==> src/rtl/trig_pkg.sv <==
// Shared definitions for the trigger/capture controller: channel trigger modes
// and capture FSM state encoding.
package trig_pkg;

  localparam logic [2:0] TRIG_OFF  = 3'd0;
  localparam logic [2:0] TRIG_RISE = 3'd1;
  localparam logic [2:0] TRIG_FALL = 3'd2;
  localparam logic [2:0] TRIG_ANY  = 3'd3;
  localparam logic [2:0] TRIG_HIGH = 3'd4;
  localparam logic [2:0] TRIG_LOW  = 3'd5;

  typedef enum logic [2:0] {
    S_IDLE,
    S_PRE,
    S_WAIT,
    S_POST,
    S_DONE
  } state_e;

endpackage

==> src/rtl/trig_ch_match.sv <==
// Single-channel trigger decode: reports whether the channel takes part in the
// trigger and whether its edge/level condition holds this cycle.
module trig_ch_match
  import trig_pkg::*;
(
  input  logic [2:0] mode,
  input  logic       cur,
  input  logic       prev,
  input  logic       prev_valid,
  output logic       enabled,
  output logic       match
);

  always_comb begin
    enabled = 1'b1;
    match   = 1'b0;
    case (mode)
      TRIG_RISE: match = prev_valid & ~prev & cur;
      TRIG_FALL: match = prev_valid & prev & ~cur;
      TRIG_ANY:  match = prev_valid & (prev ^ cur);
      TRIG_HIGH: match = cur;
      TRIG_LOW:  match = ~cur;
      TRIG_OFF:  enabled = 1'b0;
      default:   enabled = 1'b0;
    endcase
  end

endmodule

==> src/rtl/trig_capture_ctrl.sv <==
// Multi-channel trigger and capture controller: pre-fill, wait for the combined
// trigger, then write a programmable number of post-trigger samples.
module trig_capture_ctrl
  import trig_pkg::*;
#(
  parameter int unsigned CHANNELS    = 4,
  parameter int unsigned CNT_W       = 12,
  parameter int unsigned PRE_SAMPLES = 16
) (
  input  logic                  clk,
  input  logic                  reset_n,
  input  logic [CHANNELS-1:0]   data,
  input  logic                  arm,
  input  logic                  abort,
  input  logic [3*CHANNELS-1:0] ch_mode,
  input  logic                  combine,
  input  logic [CNT_W-1:0]      post_count,
  input  logic                  write_finish,
  output logic                  we,
  output logic                  triggered,
  output logic [CHANNELS-1:0]   trig_ch,
  output logic                  busy,
  output logic                  done
);

  localparam logic [CNT_W-1:0] PreLast = CNT_W'(PRE_SAMPLES - 1);

  state_e                  state_q;
  logic [3*CHANNELS-1:0]   mode_q;
  logic                    combine_q;
  logic [CNT_W-1:0]        post_count_q;
  logic [CNT_W-1:0]        pre_cnt_q;
  logic [CNT_W-1:0]        post_cnt_q;
  logic [CHANNELS-1:0]     prev_q;
  logic                    prev_valid_q;
  logic [CHANNELS-1:0]     en;
  logic [CHANNELS-1:0]     match;
  logic                    fire;
  logic                    arm_ok;

  for (genvar i = 0; i < CHANNELS; i++) begin : g_ch
    trig_ch_match u_match (
      .mode       (mode_q[3*i +: 3]),
      .cur        (data[i]),
      .prev       (prev_q[i]),
      .prev_valid (prev_valid_q),
      .enabled    (en[i]),
      .match      (match[i])
    );
  end

  // With nothing enabled, neither OR nor AND may ever fire.
  assign fire = combine_q ? ((|en) & (&(match | ~en))) : (|(match & en));

  assign arm_ok = arm & ~abort & ((state_q == S_IDLE) | (state_q == S_DONE));
  assign busy   = (state_q == S_PRE) | (state_q == S_WAIT) | (state_q == S_POST);
  assign we     = busy;
  assign done   = (state_q == S_DONE);

  always_ff @(posedge clk or negedge reset_n) begin
    if (!reset_n) begin
      state_q      <= S_IDLE;
      mode_q       <= '0;
      combine_q    <= 1'b0;
      post_count_q <= '0;
      pre_cnt_q    <= '0;
      post_cnt_q   <= '0;
      prev_q       <= '0;
      prev_valid_q <= 1'b0;
      triggered    <= 1'b0;
      trig_ch      <= '0;
    end else begin
      prev_q       <= data;
      prev_valid_q <= ~arm_ok;
      if (abort) begin
        state_q   <= S_IDLE;
        triggered <= 1'b0;
        trig_ch   <= '0;
      end else begin
        unique case (state_q)
          S_IDLE, S_DONE: begin
            if (arm) begin
              mode_q       <= ch_mode;
              combine_q    <= combine;
              post_count_q <= post_count;
              pre_cnt_q    <= '0;
              triggered    <= 1'b0;
              trig_ch      <= '0;
              state_q      <= (PRE_SAMPLES == 0) ? S_WAIT : S_PRE;
            end
          end
          S_PRE: begin
            if (write_finish)           state_q   <= S_DONE;
            else if (pre_cnt_q == PreLast) state_q <= S_WAIT;
            else                        pre_cnt_q <= pre_cnt_q + CNT_W'(1);
          end
          S_WAIT: begin
            if (write_finish) begin
              state_q <= S_DONE;
            end else if (fire) begin
              triggered  <= 1'b1;
              trig_ch    <= match;
              post_cnt_q <= '0;
              state_q    <= (post_count_q == '0) ? S_DONE : S_POST;
            end
          end
          S_POST: begin
            if (write_finish)                               state_q <= S_DONE;
            else if (post_cnt_q + CNT_W'(1) == post_count_q) state_q <= S_DONE;
            else                                            post_cnt_q <= post_cnt_q + CNT_W'(1);
          end
          default: state_q <= S_IDLE;
        endcase
      end
    end
  end

endmodule

==> config.mk <==
export PLATFORM = sky130hd
export DESIGN_NAME = trig_capture_ctrl
export DESIGN_NICKNAME = d
export VERILOG_FILES = /design/src/rtl/trig_pkg.sv /design/src/rtl/trig_ch_match.sv /design/src/rtl/trig_capture_ctrl.sv
export SDC_FILE = /design/constraint.sdc
export NUM_CORES = 1
export LEC_CHECK = 0
export CAP_MARGIN = 5
export CORE_UTILIZATION = 50
export DETAILED_ROUTE_END_ITERATION = 6
export PLACE_DENSITY = 0.73
export SLEW_MARGIN = 20
export SYNTH_ARGS = -nofsm -noshare
export SYNTH_HDL_FRONTEND = slang
export SYNTH_HIERARCHICAL = 1
export SYNTH_SLANG_ARGS = --single-unit
export TNS_END_PERCENT = 20
==> constraint.sdc <==
create_clock -name clk -period 4.95 [get_ports clk]
set_input_delay 0.495 -clock clk [delete_from_list [all_inputs] [get_ports clk]]
set_output_delay 0.495 -clock clk [all_outputs]
set_load 0.005 [all_outputs]
==> out/results.env <==
RUN_STATUS='complete, no violations'
FIN_TOTAL_PWR_mW=2.08
FLOORPLAN.DIE_AREA_UM2=7340
ASYNCSETRESETFLOPFRACSYNTH_PCT=100
SETUP_TNS_PS=0
SHARE_OF_TOTAL_POWER_IN_THE_CLOCK_NETWORK_PCT=22.3
POST-ROUTE-WORST-SETUP-SLACK_PS=1870
MULTI_INPUT_COMB_AREA_UM2=1810
CTS_TREE='done'
CELLINTERNALPOWER_mW=1.30
HIGHEST_CLOCK_RATE_MHz=325
CAP_VIOL_MAX_COUNT=0
CTS_HOLD_REPAIR.BUFFERS=0
STATIC_LEAKAGE_nW=1.69
WIRE_LENGTH_OF_THE_FIRST_GLOBAL_ROUTING_PASS_MM=12.2
POWER_DISSIPATED_BY_SWITCHING_NET_LOADS_mW=0.783
REPORT.FINAL.SETUP_VIOL=0
SWSHARE_PCT=37.7
SYN_TO_FINAL_GROWTH_PCT=19.4
DRTANTENNAVIOLNETS=0
NETLIST_INSTANCES=341
WORST_SLEW_MARGIN_RELATIVE_TO_ITS_LIMIT_PCT=48.3
CLOCK_PIN_SLEW_WORST_SETUP_AND_HOLD_PATHS_PS=70
DRT_ITER0_DRC=198
SYNTH-SEQ-AREA-SHARE_PCT=44.3
CP_MAX_FO=12
HTREE_LEVELS=3
POST-ROUTE-MIN-PERIOD_PS=3080
DRT-VIAS-PER-INSTANCE=5.67
GRT_OVERFLOW_TOTAL=0
REPORT.FINAL.SLEW_VIOL_COUNT=0
SYNTH_SEQ_CELLS=62
FINAL_HOLD_VIOL_COUNT=0
DETAIL_ROUTE.FIRST_PASS.ITERATIONS=4
SEQ_AREA_UM2=1550
DRIVE_GT1_SHARE_PCT=18.1
WORST_SKEW_PS=9.16
GRT_MAX_DEGREE=63
WORST_HOLD_PATH_TYPE='in2async'
POWER.SEQUENTIAL.FRACTION_PCT=41.1
CTS.SINK_COUNT=62
SYNTH_ENABLE_FLOP_CELLS=0
CTSRESIZECOUNT=0
DP_CELLS=466
TIGHTESTPINTRANSITION_PS=776
FINALNONFILLERCELLS=482
GRT_SETUP_UNREPAIRED='false'
WORSTSKEWPAIRLATENCY_PS=340
DIODES=0
CLK_ROOT_BUFFER_CELL='sky130_fd_sc_hd__clkbuf_8'
INITIAL_CORE_UTIL_PCT=51.5
ROUTED_WIRELENGTH_MM=7.39
CRIT_PATH_REQUIRED_TIME_PS=5130
GP_ROUTABILITY_CONGESTION=0.824
GRT_ANTENNA_BEFORE_REPAIR=0
DIE_WIDTH_UM=85.6
PLACE_WS_PS=1530
PLACE.PORT_BUFFERS=41
YOSYSWARNINGS=6
FP.DIEH_UM=85.6
MAPPEDNETLISTAREA_UM2=3500
SYN-MEAN-INSTANCE-AREA_UM2=10.3
RESIDUAL_DRC_COUNT=0
WORST-R2R-CELL-COUNT=7
CLOCK_BUFFER_DEPTH=2
DETAILED_PLACE_HPWL_MM=5.24
CTS_BUFFERS=9
POSTCTSSETUPREPAIRBUFS=0
SYNTH.LIB_CELLS_USED.DISTINCT=57
POWER.DENSITY_CELL_AREA_nW_PER_UM2=498
WL_PER_CELL_UM=15.3
SYN-NUM-NETS=378
FILLCELLCOUNT=583
WORSTSETUPENDPOINTTYPE='flop'
HOLD_WS_PS=306
DETAILROUTE.VIA_COUNT=2731
PEAKVDDDROP_mV=0.240
WORST_SETUP_SP_TYPE='input pin'
FINALNETCOUNT=418
OVERALL_ROUTING_RESOURCE_USAGE_PCT=21.7
NUMBER_OF_GLOBAL_ROUTE_VIAS_BEFORE_REPAIR=2536
TIMING.SETUP.CRITICAL_PATH_CLASS='in2reg'
CORE.ROWCOUNT=30
POSTSYNTH.TOPFLOPCELL='sky130_fd_sc_hd__dfrtp_1'
POST-ROUTE-PERIOD-UTIL_PCT=62.2
WORST-ENDPOINT-ARRIVAL_PS=3260
SHARE_COMB_OF_TOTAL_POWER_PCT=36.6
FLOORPLAN.IO_PINS=42
CORE_UM2=6790
worst max-delay path, cell delays in order:
cell and delay [ps]:
sky130_fd_sc_hd__clkdlybuf4s50_1 470, sky130_fd_sc_hd__nand3b_1 190, sky130_fd_sc_hd__o21ai_1 80, sky130_fd_sc_hd__a31o_1 220, sky130_fd_sc_hd__nor2b_1 70, sky130_fd_sc_hd__o41ai_1 490, sky130_fd_sc_hd__nand3_1 240, sky130_fd_sc_hd__a21oi_1 200
sky130_fd_sc_hd__o21a_1 570, sky130_fd_sc_hd__o221ai_1 230
path summary, 6_finish.rpt:
check	from	endpoint	slack, ps
min in group clk	triggered$_DFFE_PN0P_	triggered$_DFFE_PN0P_	490
hold / removal	reset_n	mode_q[3]$_DFFE_PN0P_	310
setup reg to reg	post_cnt_q[0]$_DFFE_PN0P_	post_cnt_q[2]$_DFFE_PN0P_	2020
setup / recovery	data[0]	post_cnt_q[2]$_DFFE_PN0P_	1870
max in group asynchronous	reset_n	post_count_q[0]$_DFFE_PN0P_	4110
hold reg to reg	triggered$_DFFE_PN0P_	triggered$_DFFE_PN0P_	490
stage by stage:
stage               utilization, %  area, um^2
global placement              58.4        3970
global route                  61.5        4180
detailed placement            58.4        3970
finish                        61.5        4180
CTS                           61.5        4180
floorplan                        -        3500
power groups by stage:
stage / Sequential (mW) / Combinational [mW] / Clock (mW)
2_1_floorplan: 0.781 / 0.644 / 0
3_3_place_gp: 0.854 / 0.733 / 0
3_5_place_dp: 0.862 / 0.751 / 0
4_1_cts: 0.852 / 0.760 / 0.474
5_1_grt: 0.882 / 0.834 / 0.497
6_report: 0.855 / 0.760 / 0.463
cells in the mapped netlist (3+ instances only):
| cell | n | area [um^2] |
|---|---|---|
| sky130_fd_sc_hd__nand3b_1 | 4 | 30.0 |
| sky130_fd_sc_hd__nor3_2 | 4 | 40.0 |
| sky130_fd_sc_hd__nand4_1 | 4 | 25.0 |
| sky130_fd_sc_hd__nor4_1 | 12 | 75.1 |
| sky130_fd_sc_hd__mux2_2 | 25 | 282 |
| sky130_fd_sc_hd__and2_1 | 3 | 18.8 |
| sky130_fd_sc_hd__xor2_1 | 12 | 105 |
| sky130_fd_sc_hd__nand2b_1 | 4 | 25.0 |
| sky130_fd_sc_hd__a21oi_1 | 10 | 50.1 |
| sky130_fd_sc_hd__xnor2_1 | 18 | 158 |
| sky130_fd_sc_hd__clkbuf_1 | 6 | 22.5 |
| sky130_fd_sc_hd__a31oi_1 | 3 | 18.8 |
| sky130_fd_sc_hd__nand2_1 | 14 | 52.6 |
| sky130_fd_sc_hd__a22o_1 | 4 | 35.0 |
| sky130_fd_sc_hd__nor3_1 | 7 | 35.0 |
| sky130_fd_sc_hd__inv_1 | 18 | 67.6 |
| sky130_fd_sc_hd__dfrtp_1 | 62 | 1550 |
| sky130_fd_sc_hd__a31o_1 | 4 | 35.0 |
| sky130_fd_sc_hd__and4_1 | 3 | 26.3 |
| sky130_fd_sc_hd__nor2b_1 | 5 | 31.3 |
| sky130_fd_sc_hd__a211oi_1 | 3 | 22.5 |
| sky130_fd_sc_hd__o21ai_0 | 3 | 15.0 |
| sky130_fd_sc_hd__ha_1 | 3 | 37.5 |
| sky130_fd_sc_hd__o211ai_2 | 7 | 87.6 |
| sky130_fd_sc_hd__nand3_1 | 20 | 100 |
| sky130_fd_sc_hd__buf_2 | 5 | 25.0 |
| sky130_fd_sc_hd__o21ai_1 | 14 | 70.1 |
| sky130_fd_sc_hd__nor2_1 | 21 | 78.8 |
| sky130_fd_sc_hd__o211ai_1 | 3 | 22.5 |
| sky130_fd_sc_hd__and3_1 | 5 | 31.3 |
| sky130_fd_sc_hd__or2_2 | 3 | 18.8 |
layer usage:
metal	up-vias	part of all wire (%)	global-route usage, %
met3	15	5.2	5.39
met4	0	1.9	8.03
met1	1308	47	29.4
li1	1328	-	-
met2	80	46	33.7
met5	-	0	0
cells by family (layout without fill, tap and decap cells):
kind of cell    count (synthesis)  count (layout)  synth area share, %
flops                          62              62                 44.3
xor+xnor                       31              31                 7.98
buf+inv                        32              77                 4.04
compound gates                 65              65                 13.9
mux                            27              27                 8.62
simple gates                  121             121                 20.1
fa+ha+maj                       3               3                 1.07
flip-flops by register name, summed over array words and instances (netlist names):
register / cells
state_q: 3
combine_q: 1
trig_ch: 4
post_cnt_q: 12
pre_cnt_q: 12
prev_valid_q: 1
post_count_q: 12
mode_q: 12
triggered: 1
prev_q: 4
cells in the final DEF, fill, tap and decap left out, types with 4 or more instances in the layout:
cell type | Yosys | layout
sky130_fd_sc_hd__clkdlybuf4s50_1 | 0 | 40
sky130_fd_sc_hd__a22o_1 | 4 | 4
sky130_fd_sc_hd__inv_1 | 18 | 18
sky130_fd_sc_hd__nor3_1 | 7 | 7
sky130_fd_sc_hd__xor2_1 | 12 | 12
sky130_fd_sc_hd__nand4_1 | 4 | 4
sky130_fd_sc_hd__nor2b_1 | 5 | 5
sky130_fd_sc_hd__a31o_1 | 4 | 4
sky130_fd_sc_hd__nor3_2 | 4 | 4
sky130_fd_sc_hd__and3_1 | 5 | 5
sky130_fd_sc_hd__nand2_1 | 14 | 14
sky130_fd_sc_hd__nand3_1 | 20 | 20
sky130_fd_sc_hd__o21ai_1 | 14 | 14
sky130_fd_sc_hd__mux2_2 | 25 | 25
sky130_fd_sc_hd__nor4_1 | 12 | 12
sky130_fd_sc_hd__o211ai_2 | 7 | 7
sky130_fd_sc_hd__dfrtp_1 | 62 | 62
sky130_fd_sc_hd__nand2b_1 | 4 | 4
sky130_fd_sc_hd__xnor2_1 | 18 | 18
sky130_fd_sc_hd__nor2_1 | 21 | 20
sky130_fd_sc_hd__clkbuf_8 | 0 | 11
sky130_fd_sc_hd__nand3b_1 | 4 | 4
sky130_fd_sc_hd__a21oi_1 | 10 | 10
cell type report:
| cell class | instances | share of cell area (%) |
|---|---|---|
| multi-input combinational | 247 | 43.3 |
| sequential | 62 | 37.1 |
| timing repair buffer | 43 | 10.1 |
| clock buffer | 11 | 3.62 |
| tap | 96 | 2.88 |
| inverter | 18 | 1.62 |
| clock inverter | 5 | 1.38 |
Note: power is estimated with default switching activity, not from simulation.
